### src/rtl/uart_pkg.sv
// uart_pkg: shared state encodings, parity modes and parity helper for uart_rx_cfg
package uart_pkg;

   typedef enum logic [2:0] {
      S_IDLE       = 3'd0,
      S_START      = 3'd1,
      S_DATA       = 3'd2,
      S_PARITY     = 3'd3,
      S_STOP       = 3'd4,
      S_CLEANUP    = 3'd5,
      S_BREAK_WAIT = 3'd6
   } state_t;

   localparam int PARITY_NONE = 0;
   localparam int PARITY_ODD  = 1;
   localparam int PARITY_EVEN = 2;

   // Data arrives zero-padded to 9 bits, so padding never changes the XOR
   function automatic logic exp_parity(input logic [8:0] data, input int mode);
      return (mode == PARITY_ODD) ? ~^data : ^data;
   endfunction

endpackage

### src/rtl/uart_rx_sync.sv
// uart_rx_sync: 2-FF synchroniser for the serial line; UART_RX_MAJORITY_EN adds a 2-of-3 vote
module uart_rx_sync (
   input  logic i_Clock,
   input  logic i_Rst,
   input  logic i_Rx_Serial,
   output logic o_Rx_Bit
);

   logic [1:0] sync;

   always_ff @(posedge i_Clock or posedge i_Rst)
      if (i_Rst) sync <= 2'b11;
      else       sync <= {sync[0], i_Rx_Serial};

`ifdef UART_RX_MAJORITY_EN
   // Window of the synchronised bit and its two predecessors
   logic [1:0] hist;

   always_ff @(posedge i_Clock or posedge i_Rst)
      if (i_Rst) hist <= 2'b11;
      else       hist <= {hist[0], sync[1]};

   assign o_Rx_Bit = (sync[1] & hist[0]) | (sync[1] & hist[1]) | (hist[0] & hist[1]);
`else
   assign o_Rx_Bit = sync[1];
`endif

endmodule

### src/rtl/uart_rx_cfg.sv
// uart_rx_cfg: UART receiver, 5-9 data bits, optional parity, 1-2 stop bits, break detect.
// Define UART_RX_MAJORITY_EN to sample through a 2-of-3 majority filter.
module uart_rx_cfg
   import uart_pkg::*;
#(
   parameter int CLKS_PER_BIT = 104,
   parameter int DATA_BITS    = 8,
   parameter int PARITY_MODE  = PARITY_NONE,
   parameter int STOP_BITS    = 1
) (
   input  logic                 i_Clock,
   input  logic                 i_Rst,
   input  logic                 i_Rx_Serial,
   output logic                 o_Rx_DV,
   output logic [DATA_BITS-1:0] o_Rx_Byte,
   output logic                 o_Parity_Err,
   output logic                 o_Frame_Err,
   output logic                 o_Break,
   output logic                 o_Busy
);

   localparam int            CW   = $clog2(CLKS_PER_BIT) + 1;
   localparam logic [CW-1:0] HALF = CW'((CLKS_PER_BIT - 1) >> 1);
   localparam logic [CW-1:0] LAST = CW'(CLKS_PER_BIT - 1);

   state_t               state;
   logic                 rx_s;
   logic                 tick;
   logic [CW-1:0]        cnt;
   logic [3:0]           idx;
   logic [DATA_BITS-1:0] shift;
   logic                 par_err;
   logic                 frm_err;
   logic                 any_hi;

   uart_rx_sync u_sync (
      .i_Clock    (i_Clock),
      .i_Rst      (i_Rst),
      .i_Rx_Serial(i_Rx_Serial),
      .o_Rx_Bit   (rx_s)
   );

   assign tick   = (cnt == LAST);
   assign o_Busy = (state != S_IDLE);

   always_ff @(posedge i_Clock or posedge i_Rst)
      if (i_Rst) begin
         state        <= S_IDLE;
         cnt          <= '0;
         idx          <= '0;
         shift        <= '0;
         par_err      <= 1'b0;
         frm_err      <= 1'b0;
         any_hi       <= 1'b0;
         o_Rx_DV      <= 1'b0;
         o_Rx_Byte    <= '0;
         o_Parity_Err <= 1'b0;
         o_Frame_Err  <= 1'b0;
         o_Break      <= 1'b0;
      end else begin
         o_Rx_DV <= 1'b0;
         case (state)
            S_IDLE: begin
               cnt <= '0;
               idx <= '0;
               if (!rx_s) begin
                  state   <= S_START;
                  par_err <= 1'b0;
                  frm_err <= 1'b0;
                  any_hi  <= 1'b0;
               end
            end
            S_START:
               if (cnt == HALF) begin
                  cnt   <= '0;
                  state <= rx_s ? S_IDLE : S_DATA;
               end else cnt <= cnt + CW'(1);
            S_DATA:
               if (tick) begin
                  // LSB arrives first, so after DATA_BITS shifts it sits at bit 0
                  cnt    <= '0;
                  shift  <= {rx_s, shift[DATA_BITS-1:1]};
                  any_hi <= any_hi | rx_s;
                  if (idx == 4'(DATA_BITS - 1)) begin
                     idx   <= '0;
                     state <= (PARITY_MODE != PARITY_NONE) ? S_PARITY : S_STOP;
                  end else idx <= idx + 4'd1;
               end else cnt <= cnt + CW'(1);
            S_PARITY:
               if (tick) begin
                  cnt     <= '0;
                  any_hi  <= any_hi | rx_s;
                  par_err <= rx_s != exp_parity(9'(shift), PARITY_MODE);
                  state   <= S_STOP;
               end else cnt <= cnt + CW'(1);
            S_STOP:
               if (idx == 4'(STOP_BITS)) begin
                  o_Rx_DV      <= 1'b1;
                  o_Rx_Byte    <= shift;
                  o_Parity_Err <= par_err;
                  o_Frame_Err  <= frm_err;
                  o_Break      <= !any_hi;
                  idx          <= '0;
                  state        <= any_hi ? S_CLEANUP : S_BREAK_WAIT;
               end else if (tick) begin
                  cnt     <= '0;
                  idx     <= idx + 4'd1;
                  any_hi  <= any_hi | rx_s;
                  frm_err <= frm_err | !rx_s;
               end else cnt <= cnt + CW'(1);
            S_CLEANUP:    state <= S_IDLE;
            S_BREAK_WAIT: if (rx_s) state <= S_IDLE;
            default:      state <= S_IDLE;
         endcase
      end

endmodule

### config.mk
export PLATFORM = sky130hd
export DESIGN_NAME = uart_rx_cfg
export DESIGN_NICKNAME = d
export VERILOG_FILES = /design/src/rtl/uart_pkg.sv /design/src/rtl/uart_rx_sync.sv /design/src/rtl/uart_rx_cfg.sv
export SDC_FILE = /design/constraint.sdc
export NUM_CORES = 1
export LEC_CHECK = 0
export CAP_MARGIN = 10
export CORE_MARGIN = 4
export CORE_UTILIZATION = 40
export CTS_CLUSTER_SIZE = 25
export DETAILED_ROUTE_END_ITERATION = 12
export SLEW_MARGIN = 10
export SYNTH_ARGS = -nofsm -noshare
export SYNTH_HDL_FRONTEND = slang
export SYNTH_SLANG_ARGS = --single-unit
### constraint.sdc
create_clock -name i_Clock -period 2.8 [get_ports i_Clock]
set_clock_uncertainty 0.2 [all_clocks]
set_input_delay 0.56 -clock i_Clock [delete_from_list [all_inputs] [get_ports i_Clock]]
set_output_delay 0.56 -clock i_Clock [all_outputs]
set_load 0.03 [all_outputs]
Word level (Yosys, flattened, before mapping)

Cells that the tools add are included.

$add $sub $neg: 2
Equality and inequality tests: 20
Multiplexer cells: 30
Bitwise operators: 2
Reduce and logical (&&, ||, !) cells: 19

Operators by type and width:

| operator                                                               | count |
|---|---|
| 8-bit case mux with 4 select lines                                     | 1 |
| 8-bit two-way mux                                                      | 3 |
| 3-bit two-way mux                                                      | 7 |
| 3-bit case mux with 6 select lines                                     | 1 |
| 4-bit two-way mux                                                      | 4 |
| 2-bit inequality test (second input constant)                          | 8 |
| 4-bit case mux with 3 select lines                                     | 1 |
| 3-bit AND reduction                                                    | 3 |
| 3-bit nonzero test                                                     | 3 |
| 9-bit XOR reduction                                                    | 1 |
| 8-bit by 1-bit adder with 8-bit output (second input constant)         | 1 |
| 8-bit by 6-bit equality test with 1-bit output (second input constant) | 1 |
| 8-bit by 7-bit equality test with 1-bit output (second input constant) | 1 |
| 1-bit two-way mux                                                      | 8 |
| 7-bit AND reduction                                                    | 1 |
| 3-bit by 2-bit equality test with 1-bit output (second input constant) | 2 |
| 3-bit equality test (second input constant)                            | 2 |
| 2-bit AND reduction                                                    | 3 |
| 4-bit by 1-bit adder with 4-bit output (second input constant)         | 1 |
| 4-bit by 1-bit equality test with 1-bit output (second input constant) | 1 |
| 4-bit by 3-bit equality test with 1-bit output (second input constant) | 1 |
| 2-bit two-way mux                                                      | 2 |
| 1-bit case mux with 2 select lines                                     | 2 |
| 4-bit AND reduction                                                    | 1 |
| other kinds (11)                                                       | 14 |

Register bits after elaboration: 40
Input port bits: 3

Logic depth before layout (Yosys ltp)

Gate-level depths: netlist (run 1).

Word-level depth: 5
Mapped depth: 8
Gate-level depth less buffers: 7

Cells and area by module

From an unflattened synthesis (run 1), not the netlist that was laid out.

Cells, all modules: 187
Area total of the unflattened synthesis: 2053.2 um^2

By module, submodules not included:

| module       | times used | cells each | area each (um^2) | sequential area each (um^2) |
|---|---|---|---|---|
| uart_rx_cfg  | 1          | 184        | 1996.9           | 950.9 |
| uart_rx_sync | 1          | 3          | 56.3             | 52.6 |

Worst setup path after synthesis (run 1)

No wires, ideal clock.

Path kind: reg2reg
Start: register cnt[0]
End: register state[1]
Arrival time: 1717 ps
Required time: 2472 ps
Setup slack: 756 ps
Cell stages (with the launch flop): 7
Clock period less this slack: 2044 ps
Cell sequence: dfrtp_1 ha_1 nor3b_4 a41oi_2 a22o_1 nor3b_2 mux2_1

Word-level cells in the longest chain between the ends: 3
Elaborated cells on any way between the ends: 6
Those cells by class: 5 x eq/ne; 1 x reduce/logical

Ends and longest elaborated chain:

| item                                                                                                                    | RTL line                             | source |
|---|---|---|
| start, declared                                                                                                         | uart_rx_cfg.sv:29                    | `logic [CW-1:0] cnt;` |
| start signal, assigned                                                                                                  | uart_rx_cfg.sv:77                    | `end else cnt <= cnt + CW'(1);` |
| start signal, assigned                                                                                                  | uart_rx_cfg.sv:88                    | `end else cnt <= cnt + CW'(1);` |
| start signal, assigned                                                                                                  | uart_rx_cfg.sv:95                    | `end else cnt <= cnt + CW'(1);` |
| 8-bit by 6-bit equality test with 1-bit output / 8-bit by 7-bit equality test with 1-bit output (equally long branches) | uart_rx_cfg.sv:74, uart_rx_cfg.sv:43 |  |
| 2-bit inequality test (no line)                                                                                         | -                                    |  |
| 7-bit AND reduction (no line) *                                                                                         | -                                    |  |
| end signal, assigned                                                                                                    | uart_rx_cfg.sv:76                    | `state <= rx_s ? S_IDLE : S_DATA;` |
| end signal, assigned                                                                                                    | uart_rx_cfg.sv:86                    | `state <= (PARITY_MODE != PARITY_NONE) ? S_PARITY : S_STOP;` |
| end signal, assigned                                                                                                    | uart_rx_cfg.sv:104                   | `state <= any_hi ? S_CLEANUP : S_BREAK_WAIT;` |
| end, declared                                                                                                           | uart_rx_cfg.sv:26                    | `state_t state;` |

Mark *: on every way between the ends. The rest lies on a longest branch, timed or not.
A chain may end at the register's enable or synchronous reset.

Worst setup path in the final report (run 1)

Start: register state[2]
End: output port o_Busy

Word-level cells in the longest chain between the ends: 1

Ends and longest elaborated chain:

| item               | RTL line          | source |
|---|---|---|
| 3-bit nonzero test | uart_rx_cfg.sv:44 | `assign o_Busy = (state != S_IDLE);` |
| end, declared      | uart_rx_cfg.sv:19 | `output logic o_Busy` |

No other way between the ends.

==> summary.txt, run 1 <==
Floorplanning
  – Num rows: 25
  – I/O pins: 16
  – Initial core utilization: between 40 and 50%
  – Die Wd: between 70 and 80 um
  – DIE HEIGHT: approximately 80 um
  – CORE AREA: 4880 um2
  – Die area: 6392 um2

Power and ir drop
  – Power Density: 419.8 nW/um2
  – Combinational share of power: under 10%
  – Flop pwr share: between 50% and 60%
  – VDD IR-drop max: 0.2323 mV
  – NetSw: approximately 220 uW
  – Clock power frac: around two fifths
  – Internal power: 785.0 uW
  – Sw frac: 21.80%
  – Cell leakage power: 1.084 nW

Timing
  – Fin worst setup slack: 138.3 ps
  – Highest clock rate: ~380 MHz
  – Hold Violations, Final: 0
  – Final Critical Period: between 2000 and 3000 ps
  – Final critical-path share of the clock period: around 95%
  – Final Max Slew Viols: 0
  – Worst slew pin tran: 559.7 ps
  – Unrepaired setup endpoints after global routing: no
  – Rel. slew slack: a little over three fifths
  – Setup TNS Final: 0 ps
  – Setup violations, final: 0

GRT
  – Number of global-route vias before repair: between 1500 and 2000
  – Met3 GRT Util: roughly 4.2%
  – Initial antenna violation count: 0
  – Global-route layer with the greatest usage: met2
  – Largest net degree at the start of global routing: 41
  – Met2 usage: between 20% and 30%
  – Global route overflow: 0
  – First-pass GRT wire length: just over 7000 um
  – Tot GR Track Use: about 15%
  – GR Util met1: between 10% and 20%

Route
  – Post-route DRC: 0
  – Remaining antenna violation count: 0
  – Vias per cell: 5.277
  – DR pass1 iterations: 4
  – WL per Instance: 14.44 um
  – Iteration-0 DRC Markers: between 50 and 60
  – Detailed-route via count: 1488
  – Detailed Route WL: a little over 4000 um

Critical path
  – Critical Path Start: state[2]
  – Critical Path Source Type: flop
  – Max Fanout on Critical Path: 12
  – Worst setup EP type: output pin
  – WS Path Type: flop to output pin
  – Crit path arrival time: ~1900 ps
  – Critical Path RT: around 2000 ps
  – Reg-to-Reg Start: cnt[0]
  – Worst R2R Setup Slack: 550 ps

Final layout
  – Post-route cell area: 2391 um2
  – Diodes inserted: 0
  – Share of cells above drive strength 1: slightly above 20%
  – P&R area growth vs syn: 15.47%
  – Cell Count, Final, Fillers Out: roughly 280
  – Final nets: 220

Worst hold path
  – HP Start: u_sync.sync[0]
  – Tightest Hold Check Type: flop to flop

Placed design
  – Dpl cells: 274
  – GP Congestion: approximately 0.85
  – Detailed placement HPWL: just under 3000 um
  – Post-place setup slack: between 400 and 500 ps
  – Number of port buffers: 15
  – DP Area: 2293 um2

Clock tree
  – Hold Buf Count CTS: 0
  – H-Tree Depth: 2
  – CTS tree: yes
  – Sink Count: 40
  – Setup repair bufs after CTS: 0
  – Max clock buf depth: 2
  – Clock Latency Late Sink: roughly 290 ps
  – Post_cts resized: 0
  – CTS clock-pin slew for the worst setup and hold paths: ~70 ps
  – Root buf cell: clkbuf_8
  – CTS Buf Count: 5

Logic synthesis
  – EDFF count, synth: 0
  – Syn Nets: 202
  – Primary FF master, synth: dfrtp_1
  – Synthesis-stage register bit count: 40
  – Synth warn: 0
  – Async SR Flop Fraction: 100.0%
  – Synth Instances: 196
  – Sequential-to-total area share from yosys stat: about half
  – Post-synthesis cell type count: 47
  – Syn Area/Cell: between 10 and 15 um2
  – Cell Area, Synth: approximately 2100 um2

Run status
  – Outcome: completed

Run
  – Max-Cap Viols: 0
final timing paths:
kind                                  end  cells past startpoint
max                                o_Busy                      3
min                        u_sync.sync[1]                      0
max reg2reg                      state[1]                      6
min reg2reg                u_sync.sync[1]                      0
max in group asynchronous  u_sync.sync[1]                      3
min in group asynchronous    o_Parity_Err                      3
metrics by stage:
stage	hold WS, ps	util, %	total power [mW]
after global routing	160.9	49.00	1.049
final	157.5	49.00	1.004
after floorplan	145.2	-	0.6049
after CTS	158.9	49.00	1.024
after global placement	146.4	47.00	0.6129
after detailed placement	147.9	47.00	0.6134
final cells by class:
type	instances	area, um2
multi-input cells	141	999.7
well taps	67	83.83
flip-flops and latches	40	1003
inverters	7	26.28
clock buffers	6	82.58
clock inverters	2	15.01
fillers	453	2489
repair buffers	19	180.2
state kept, by name (all words and copies together), names as in the netlist:
| name | count |
|---|---|
| any_hi | 1 |
| cnt | 8 |
| frm_err | 1 |
| idx | 4 |
| o_Break | 1 |
| o_Frame_Err | 1 |
| o_Parity_Err | 1 |
| o_Rx_Byte | 8 |
| o_Rx_DV | 1 |
| par_err | 1 |
| shift | 8 |
| state | 3 |
| u_sync.sync | 2 |
synthesized netlist by cell type (3+ instances only):
| master | number | area [um2] |
|---|---|---|
| a21oi_1 | 9 | 45.04 |
| buf_2 | 3 | 15.01 |
| clkbuf_1 | 3 | 11.26 |
| dfrtp_1 | 38 | 950.9 |
| ha_1 | 3 | 37.54 |
| inv_1 | 7 | 26.28 |
| mux2_2 | 18 | 202.7 |
| nand2_1 | 21 | 78.83 |
| nand3_1 | 9 | 45.04 |
| nor2_1 | 14 | 52.55 |
| nor2b_1 | 3 | 18.77 |
| nor3_1 | 8 | 40.04 |
| nor3b_2 | 3 | 37.54 |
| o21ai_0 | 10 | 50.05 |
| xnor2_1 | 7 | 61.31 |
worst max-delay path, stage by stage, from the launching register on:
cell             delay (ps)
dfrtp_1                 580
nor2_1                  170
nand2_1                 180
clkdlybuf4s50_1         700
cell usage in the layout, fill, tap and decap left out, types with 3 or more instances in the layout:
master / instances
inv_1: 7
nand2_1: 21
ha_1: 3
o21ai_0: 10
a21oi_1: 9
mux2_2: 18
clkbuf_8: 6
xnor2_1: 7
nor3_1: 8
dfrtp_1: 38
nor2_1: 14
buf_4: 4
clkdlybuf4s50_1: 15
nand3_1: 9
nor3b_2: 3
nor2b_1: 3
power groups by stage:
stage | registers (mW) | clock network (mW) | logic (mW)
after floorplan | 0.591 | 0 | 0.0134
after global placement | 0.594 | 0 | 0.0191
after detailed placement | 0.594 | 0 | 0.0197
after CTS | 0.582 | 0.422 | 0.0197
after global routing | 0.583 | 0.445 | 0.0218
final | 0.582 | 0.403 | 0.0183
routing by layer:
layer	wire length [um]	part of all wire [%]
met5	0	0
met4	102	2.5
met2	1914	47
met3	128	3.1
met1	1927	47
cells by family (layout without fill, tap and decap cells):
group                    after synthesis  after routing  share of synthesized area (%)
AND/OR/NAND/NOR                       73             73                          19.64
buffers and inverters                 15             34                          3.263
multiplexers                          19             19                          10.33
XOR/XNOR                               8              8                          3.384
AO/OA/AOI/OAI                         38             38                          13.11
flip-flops                            40             40                          48.46
adder cells (fa/ha/maj)                3              3                          1.813
(Power assumes the default switching activity.)
==> run 2, diff against run 1 <==
--- a/config.mk
+++ b/config.mk
@@ -5,7 +5,6 @@
 export SDC_FILE = /design/constraint.sdc
 export NUM_CORES = 1
 export LEC_CHECK = 0
-export CAP_MARGIN = 10
 export CORE_MARGIN = 4
 export CORE_UTILIZATION = 40
 export CTS_CLUSTER_SIZE = 25
==> results of run 2 <==
Final layout, timing and power as in run 1 (identical DEF).
==> run 3, diff against run 2 <==
--- a/config.mk
+++ b/config.mk
@@ -5,6 +5,7 @@
 export SDC_FILE = /design/constraint.sdc
 export NUM_CORES = 1
 export LEC_CHECK = 0
+export ABC_CLOCK_PERIOD_IN_PS = 2800
 export CORE_MARGIN = 4
 export CORE_UTILIZATION = 40
 export CTS_CLUSTER_SIZE = 25
==> results of run 3 <==
Final layout, timing and power as in run 1 (identical DEF).
